[config.mk]
export PLATFORM = sky130hd
export DESIGN_NAME = dsm_dac_sched
export DESIGN_NICKNAME = d
export VERILOG_FILES = /design/src/rtl/dsm_pkg.sv /design/src/rtl/dsm_fifo.sv /design/src/rtl/dsm_dac_sched.sv
export SDC_FILE = /design/constraint.sdc
export NUM_CORES = 1
export LEC_CHECK = 0
export CORE_MARGIN = 8
export CORE_UTILIZATION = 50
export DETAILED_ROUTE_END_ITERATION = 8
export PLACE_DENSITY = 0.7
export SLEW_MARGIN = 15
export SYNTH_ARGS = -nofsm -noshare
export SYNTH_HDL_FRONTEND = slang
export SYNTH_SLANG_ARGS = --single-unit
[constraint.sdc]
create_clock -name clk -period 6.2 [get_ports clk]
set_input_delay 1.24 -clock clk [delete_from_list [all_inputs] [get_ports clk]]
set_output_delay 1.24 -clock clk [all_outputs]
set_load 0.01 [all_outputs]
[src/rtl/dsm_pkg.sv]
// Shared types and constants for the delta-sigma DAC sample scheduler.
//   sample_t     : 16-bit signed audio sample / modulator input word
//   state_t      : scheduler sequencing states
//   DSM_FULL_POS : most positive modulator input
//   DSM_FULL_NEG : most negative modulator input
package dsm_pkg;

  typedef logic signed [15:0] sample_t;

  typedef enum logic [1:0] {
    IDLE  = 2'd0,
    CLEAR = 2'd1,
    PRIME = 2'd2,
    RUN   = 2'd3
  } state_t;

  localparam sample_t DSM_FULL_POS = 16'h7FFF;
  localparam sample_t DSM_FULL_NEG = 16'h8000;

endpackage

[src/rtl/dsm_fifo.sv]
// Synchronous sample FIFO with a flush input.
//   clk, rst   : clock, synchronous active-high reset
//   push_i     : write wdata_i (ignored when full)
//   pop_i      : advance the head (ignored when empty)
//   flush_i    : empty the FIFO on this edge; wins over push and pop
//   wdata_i    : sample to write
//   rdata_o    : head sample (valid while !empty_o)
//   full_o, empty_o, level_o : occupancy status, registered
module dsm_fifo
  import dsm_pkg::*;
#(
  parameter  int DEPTH = 8,
  localparam int AW    = $clog2(DEPTH)
) (
  input  logic          clk,
  input  logic          rst,
  input  logic          push_i,
  input  logic          pop_i,
  input  logic          flush_i,
  input  sample_t       wdata_i,
  output sample_t       rdata_o,
  output logic          full_o,
  output logic          empty_o,
  output logic [AW:0]   level_o
);

  sample_t         mem_q [DEPTH];
  logic [AW-1:0]   wr_ptr_q;
  logic [AW-1:0]   rd_ptr_q;
  logic [AW:0]     level_q;
  logic            do_push;
  logic            do_pop;

  assign full_o  = (level_q == (AW+1)'(DEPTH));
  assign empty_o = (level_q == '0);
  assign level_o = level_q;
  assign rdata_o = mem_q[rd_ptr_q];

  assign do_push = push_i && !full_o;
  assign do_pop  = pop_i && !empty_o;

  always_ff @(posedge clk) begin
    if (do_push) begin
      mem_q[wr_ptr_q] <= wdata_i;
    end
  end

  // Pointers wrap naturally because DEPTH is a power of two.
  always_ff @(posedge clk) begin
    if (rst || flush_i) begin
      wr_ptr_q <= '0;
      rd_ptr_q <= '0;
      level_q  <= '0;
    end else begin
      if (do_push) wr_ptr_q <= wr_ptr_q + AW'(1);
      if (do_pop)  rd_ptr_q <= rd_ptr_q + AW'(1);
      level_q <= level_q + (AW+1)'(do_push) - (AW+1)'(do_pop);
    end
  end

endmodule

[src/rtl/dsm_dac_sched.sv]
// Sample scheduler and rate controller in front of a second-order
// delta-sigma DAC modulator. Buffers input samples, generates the modulator
// clock-enable and holds each sample on din for osr+1 cke ticks.
//   clk, rst      : clock, synchronous active-high reset
//   enable        : run request; low returns to IDLE and flushes the FIFO
//   clk_div, osr  : cke period (clk_div+1 clks) and ticks per sample (osr+1),
//                   sampled only while IDLE
//   s_valid/s_ready/s_data : sample input stream
//   cke, dsm_rst, din      : modulator clock-enable, reset and input word
//   underrun      : one-cycle pulse for each sample slot found the FIFO empty
//   fifo_level    : FIFO occupancy
//   running       : high in RUN
//   dbg_state_o   : current sequencing state
//
// Stream handshake: a sample transfers on every rising clk edge where
// s_valid && s_ready. s_ready depends only on state and FIFO fullness, never
// on s_valid. A transfer in the cycle enable drops is accepted and then
// discarded by the flush.
module dsm_dac_sched
  import dsm_pkg::*;
#(
  parameter  int FIFO_DEPTH = 8,
  parameter  int DIV_W      = 16,
  parameter  int PRIME_LVL  = 4,
  parameter  int CLR_CYC    = 4,
  localparam int LW         = $clog2(FIFO_DEPTH) + 1,
  localparam int CW         = $clog2(CLR_CYC + 1)
) (
  input  logic             clk,
  input  logic             rst,
  input  logic             enable,
  input  logic [DIV_W-1:0] clk_div,
  input  logic [7:0]       osr,
  input  logic             s_valid,
  output logic             s_ready,
  input  sample_t          s_data,
  output logic             cke,
  output logic             dsm_rst,
  output sample_t          din,
  output logic             underrun,
  output logic [LW-1:0]    fifo_level,
  output logic             running,
  output state_t           dbg_state_o
);

  state_t           state_q, state_d;
  logic [DIV_W-1:0] div_sh_q;
  logic [7:0]       osr_sh_q;
  logic [DIV_W-1:0] div_cnt_q;
  logic [7:0]       tick_cnt_q;
  logic [CW-1:0]    clr_cnt_q;
  logic             cke_q;
  sample_t          din_q;
  logic             underrun_q;

  logic             active;
  logic             abort;
  logic             slot_end;
  logic             fifo_push;
  logic             fifo_pop;
  logic             fifo_flush;
  logic             fifo_full;
  logic             fifo_empty;
  sample_t          fifo_rdata;

  assign active     = (state_q == PRIME) || (state_q == RUN);
  assign abort      = (state_q != IDLE) && !enable;
  // Slot boundary: last tick of the current sample hold.
  assign slot_end   = (state_q == RUN) && enable && cke_q && (tick_cnt_q == osr_sh_q);
  assign fifo_pop   = slot_end && !fifo_empty;
  assign fifo_flush = (state_q == IDLE) || abort;
  assign s_ready    = active && !fifo_full;
  assign fifo_push  = s_valid && s_ready;

  assign cke         = cke_q;
  assign dsm_rst     = (state_q == IDLE) || (state_q == CLEAR);
  assign din         = din_q;
  assign underrun    = underrun_q;
  assign running     = (state_q == RUN);
  assign dbg_state_o = state_q;

  dsm_fifo #(.DEPTH(FIFO_DEPTH)) u_fifo (
    .clk     (clk),
    .rst     (rst),
    .push_i  (fifo_push),
    .pop_i   (fifo_pop),
    .flush_i (fifo_flush),
    .wdata_i (s_data),
    .rdata_o (fifo_rdata),
    .full_o  (fifo_full),
    .empty_o (fifo_empty),
    .level_o (fifo_level)
  );

  always_comb begin
    state_d = state_q;
    case (state_q)
      IDLE:    if (enable) state_d = CLEAR;
      CLEAR:   if (clr_cnt_q == CW'(CLR_CYC - 1)) state_d = PRIME;
      PRIME:   if (fifo_level >= LW'(PRIME_LVL)) state_d = RUN;
      RUN:     state_d = RUN;
      default: state_d = IDLE;
    endcase
    if (abort) state_d = IDLE;
  end

  always_ff @(posedge clk) begin
    if (rst) begin
      state_q    <= IDLE;
      div_sh_q   <= '0;
      osr_sh_q   <= '0;
      div_cnt_q  <= '0;
      tick_cnt_q <= '0;
      clr_cnt_q  <= '0;
      cke_q      <= 1'b0;
      din_q      <= '0;
      underrun_q <= 1'b0;
    end else begin
      state_q    <= state_d;
      underrun_q <= slot_end && fifo_empty;

      if (state_q == IDLE) begin
        div_sh_q <= clk_div;
        osr_sh_q <= osr;
      end

      clr_cnt_q <= (state_q == CLEAR) ? clr_cnt_q + CW'(1) : '0;

      // Prescaler only runs in PRIME/RUN, so it restarts from zero after CLEAR.
      if (active && !abort) begin
        div_cnt_q <= (div_cnt_q == div_sh_q) ? '0 : div_cnt_q + DIV_W'(1);
        cke_q     <= (div_cnt_q == div_sh_q);
      end else begin
        div_cnt_q <= '0;
        cke_q     <= 1'b0;
      end

      // Held at zero outside RUN so the first slot starts fresh on RUN entry.
      if ((state_q == RUN) && enable) begin
        if (cke_q) tick_cnt_q <= slot_end ? 8'd0 : tick_cnt_q + 8'd1;
      end else begin
        tick_cnt_q <= 8'd0;
      end

      // On an empty slot din keeps its previous value.
      if (fifo_flush) din_q <= '0;
      else if (fifo_pop) din_q <= fifo_rdata;
    end
  end

endmodule

# == After elaboration in Yosys (flattened, before gate mapping) ==
# Memory sizes are Yosys's and may differ from the RTL's. A register that Yosys moved wholly into a read port is not among the register bits.
# Index checks and enable logic that the tools add are counted.
# W data, S select, Z words.
# word_totals
ff_bits,65
ramBits,128
input_bits,44
output_inout_bits,27
word_cells,69
mem_count,1
# op_classes
add_sub_neg,7
magnitude_cmp,1
eq_ne,10
mux,7
bitwise,3
n_reduce_logical,29
# mem_list
name,words,width,read_ports,rd_ports_with_merged_regs,wr,line_no,text
u_fifo.mem_q,8,16,1,1,1,dsm_fifo.sv:27,sample_t mem_q [DEPTH];
# ops
operator,n
$add A16 B1 Y16 const B,1
$eq A16 B16 Y1,1
$logic_and A1 B1 Y1,11
$reduce_or A2 Y1,5
$add A3 B1 Y3 const B,3
$add A8 B1 Y8 const B,1
$eq A8 B8 Y1,1
$mux W8,1
$pmux W2 S4,1
$mux W2,3
$add A4 B1 Y4,1
$eq A2 B2 Y1 const B,2
$eq A4 B4 Y1 const B,1
$ge A4 B3 Y1 const B,1
$logic_not A1 Y1,4
$logic_not A4 Y1,1
$logic_or A1 B1 Y1,4
$ne A2 B1 Y1 const B,2
$sub A4 B1 Y4,1
$eq A3 B2 Y1 const B,1
$not A1 Y1,3
$reduce_and A3 Y1,1
$reduce_or A3 Y1,1
$eq A2 B1 Y1 const B,1
4 further kinds,5

# == Logic depth before layout (Yosys ltp) ==
# depth
ltp_word,7
ltp_mapped,14

# == Modules after synthesis ==
# Synthesis repeated with hierarchy kept, for this count alone.
# unflattened
hier_cells,628
area_unflattened_um2,8773.4
# by_module_without_submodules
module,instances,cells_per_inst,area_per_inst_um2,seq_area_each_um2
dsm_fifo,1,266,5629.1,4103.9
dsm_dac_sched,1,362,3144.3,1421.4

# == Worst setup path before layout ==
# Ideal clock, no wire load.
# synth_timing
kind,input to register
from,in s_valid
to,mem u_fifo.mem_q[0][0] in the netlist's numbering (enable)
t_arrival_ns,2.932
required_time_ns,5.770
setup_slack_ns,2.838
path_stages,2
path_cell_list,nand2_1 -> nor4_1
# synth_via
elab_chain_cells,4
# synth_lines
element,line_no,text
from (decl),dsm_dac_sched.sv:34,"input logic s_valid,"
$logic_and A1 B1 Y1,dsm_dac_sched.sv:73,assign fifo_push = s_valid && s_ready;
$logic_and A1 B1 Y1,dsm_fifo.sv:39,assign do_push = push_i && !full_o;
$mux W1,dsm_fifo.sv:43,if (do_push) begin
$mux W1 (not written as such),dsm_fifo.sv:44,mem_q[wr_ptr_q] <= wdata_i;
to (decl),dsm_fifo.sv:27,
# No other way between the ends.

# == Worst setup path in the final report ==
# layout_timing
from,in enable
to,"reg u_fifo.level_q[2], in the netlist u_fifo.level_o[2]"
# layout_via
elab_chain_cells,6
elab_cells_between_ends,10
# layout_lines
element,line_no,text
from (decl),dsm_dac_sched.sv:31,"input logic enable,"
$logic_and A1 B1 Y1 (3 in a row),dsm_dac_sched.sv:69,assign slot_end = (state_q == RUN) && enable && cke_q && (tick_cnt_q == osr_sh_q);
$logic_and A1 B1 Y1,dsm_dac_sched.sv:70,assign fifo_pop = slot_end && !fifo_empty;
$logic_and A1 B1 Y1,dsm_fifo.sv:40,assign do_pop = pop_i && !empty_o;
$sub A4 B1 Y4,dsm_fifo.sv:57,level_q <= level_q + (AW+1)'(do_push) - (AW+1)'(do_pop);
to (signal assigned),dsm_fifo.sv:57,
to (decl),dsm_fifo.sv:30,logic [AW:0] level_q;
# Parallel ways exist; a longest one is shown, timed or not.
# A chain may end at the register's enable or synchronous reset.

==> summary.txt <==
STA
  • Fin Hold WS: 0.4248 ns
  • Final Cycle Share: 55.40%
  • Max-slew headroom: 30.59%
  • Setup TNS: 0 ns
  • Final-report setup violation count: 0
  • Final number of hold-violating endpoints: 0
  • Final min period: 3.434 ns
  • Fmax: 0.2912 GHz
  • Final WS setup: 2.766 ns
  • Worst Max-Slew Pin Slew: 1.038 ns
  • Final Max Slew Viols: 0
  • Unrepaired setup endpoints after global routing: no
  • Setup Skew: 0.01229 ns

Placement
  • DP Wirelength: 10.92 mm
  • GPL Wtd Cong: 0.7810
  • Post-place setup slack: 2.249 ns
  • DP Area: 9346 µm²
  • Port bufs: 70
  • Cells after DPL: 930

GRT
  • Grt peak-use layer: met2
  • Antenna violations before repair: 0
  • Largest net degree at the start of global routing: 41
  • Vias in the first global route: 5450
  • GRT Overall Usage: 15.97%
  • Met1 usage: 18.98%
  • GR Layer Usage met3: 3.109%
  • GRT Residual Overflow: 0
  • Met2 GRT Util: 28.56%
  • First-pass GRT wire length: 27.73 mm

Finish
  • Syn-to-layout area delta: 19.70%
  • Utilization after layout: 61.00%
  • Antenna cells: 0
  • Final instance area: 10080 µm²
  • Non-filler cells, final: 970
  • Layout cells sized above 1: 15.73%
  • Fill count: 1282
  • Nets: 791

Outcome
  • Outcome: finished, final reports clean

Critical path
  • Crit path capture type: register
  • FF-to-FF path depth: 13
  • Critical Path RT: 6.56 ns
  • Worst Setup Path Type: in2reg
  • Crit path launch type: input port
  • Crit path DAT: 3.80 ns
  • Crit-path slowest cell: clkdlybuf4s50_1
  • Largest fanout on the critical path: 19
  • Worst path cell trace: clkdlybuf4s50_1 > nand4_1 > a211oi_2 > and4bb_1 > buf_4 > ha_1 > inv_1 > ha_1 > inv_1 > fa_1 > xor2_1 > nor2_1
  • Worst stage delay on the critical path: 0.47 ns

Die
  • Die extent in y: 145.8 µm
  • Die ar.: 21250 µm²
  • Core area: 16520 µm²
  • Die Wd: 145.8 µm
  • Initial cell density of the core: 50.96%
  • IO Count: 71
  • Number of cell rows: 47

Clock tree
  • CTS resizes: 0
  • Clock Path Buffers: 3
  • Clk sink count: 209
  • Clock Latency Late Sink: 0.49 ns
  • Post-CTS setup repair buffer count: 0
  • Root Buffer: clkbuf_16
  • TritonCTS buffer count: 22
  • CTS tree: yes
  • CTS Hold Buffers Added: 0
  • H-tree levels: 1
  • Worst-path clk slew: 0.06 ns

Drt
  • Drt total wl: 17.17 mm
  • Wire length per cell: 17.70 µm
  • Via-to-Cell Ratio: 5.259
  • Vias: 5101
  • Iteration-0 DRC count of the detailed router: 199
  • Antenna Nets Post-Route: 0
  • Residual DRC count: 0
  • Drt pass-1 iters: 4

Yosys
  • Most frequent cell after synthesis: edfxtp_1
  • Top cells by count, synth: edfxtp_1, dfxtp_1, nor2_1, nand2_1, mux2_2
  • Syn Std Cell Area: 8421 µm²
  • Number of synthesized flops with an enable pin: 128
  • Register bit total from synthesis: 209
  • Area leader, netlist: edfxtp_1
  • Dominant cells by area after synthesis: edfxtp_1, dfxtp_1, mux2_2, nor2_1, nand2_1
  • Post-Syn Nets: 719
  • Synth top area share: 45.65%
  • Async S/R FF share, synth: 0%
  • Mean Syn Cell Area: 12.72 µm²
  • Seq/Total Area, Yosys: 64.90%
  • Unique cell type count in the Yosys netlist: 39
  • Yosys warns: 0
  • Ys flop type: edfxtp_1
  • Mapped Cells: 662

Worst hold path
  • Hold path depth: 1
  • HP Class: reg2reg

Flow run
  • Max cap viols: 0

Power
  • PD cells: 284.0 nW/µm²
  • Worst VDD drop: 0.1868 mV
  • Final Power: 2.863 mW
  • Leakage power: 3.415 nW
[area by class of cell]
type / instances / area (µm²) / share of cell area (%)
Inverter: 18 / 67.56 / 0.6703
Tap cell: 220 / 275.3 / 2.731
Timing Repair Buffer: 77 / 753.2 / 7.473
Multi-Input combinational cell: 406 / 2784 / 27.62
Clock inverter: 8 / 62.56 / 0.6207
Clock buffer: 32 / 670.6 / 6.653
Sequential cell: 209 / 5466 / 54.23
[critical path, delay by kind of cell]
kind,cells,cell delay (ns)
AND/OR/NAND/NOR,3,0.39
AO/OA/AOI/OAI,1,0.25
XOR/XNOR,1,0.15
adder cells (fa/ha/maj),3,0.83
buffers and inverters,4,0.95
[cell usage in the layout, fill, tap and decap left out, types with 4 or more instances in the layout]
cell,instances
clkbuf_16,24
and3_1,5
ha_1,12
buf_4,7
mux2i_1,18
clkbuf_1,4
clkdlybuf4s50_1,70
nand2_1,70
edfxtp_1,128
nor2_1,79
xor2_1,29
o22ai_1,32
clkbuf_8,4
xnor2_1,19
mux2_2,64
nand3_1,10
a21oi_1,28
inv_1,18
clkinv_2,5
nand2b_1,4
nand4_1,6
dfxtp_1,80
nor4_1,5
[report_power, final]
group	internal (mW)	switching, mW
Combinational	0.0385	0.0346
Clock	0.790	0.509
Sequential	1.48	0.00757
Total	2.31	0.551
[sequential cells by signal (all words and copies together), names as in the netlist, 4 cells and up]
signal and count:
din 16, div_cnt_q 16, div_sh_q 16, osr_sh_q 8, tick_cnt_q 8, u_fifo.level_o 4, u_fifo.mem_q 128
[worst paths after layout]
path | startpoint | endpoint | slack (ns)
worst min register to register | clr_cnt_q[0]$_SDFF_PP0_ | clr_cnt_q[0]$_SDFF_PP0_ | 0.42
worst min-delay path | clr_cnt_q[0]$_SDFF_PP0_ | clr_cnt_q[0]$_SDFF_PP0_ | 0.42
worst max-delay path | enable | u_fifo.level_o[2]$_SDFF_PP0_ | 2.77
worst max register to register | u_fifo.level_o[2]$_SDFF_PP0_ | u_fifo.level_o[2]$_SDFF_PP0_ | 3.32
[layer usage]
| metal | vias up | part of all wire, % |
|---|---|---|
| met3 | 24 | 4.5 |
| met1 | 2458 | 44 |
| met2 | 116 | 50 |
| li1 | 2503 | - |
| met5 | - | 0 |
| met4 | 0 | 1.9 |
[cells by family (layout without fill, tap and decap cells)]
kind of cell | count (synthesis) | after routing | synth area share (%)
xor+xnor | 48 | 48 | 4.993
mux | 82 | 82 | 10.70
flops | 209 | 209 | 64.90
compound gates | 65 | 65 | 4.562
simple gates | 198 | 198 | 10.22
buf+inv | 47 | 135 | 2.600
fa+ha+maj | 13 | 13 | 2.021
(Power assumes the default switching activity.)
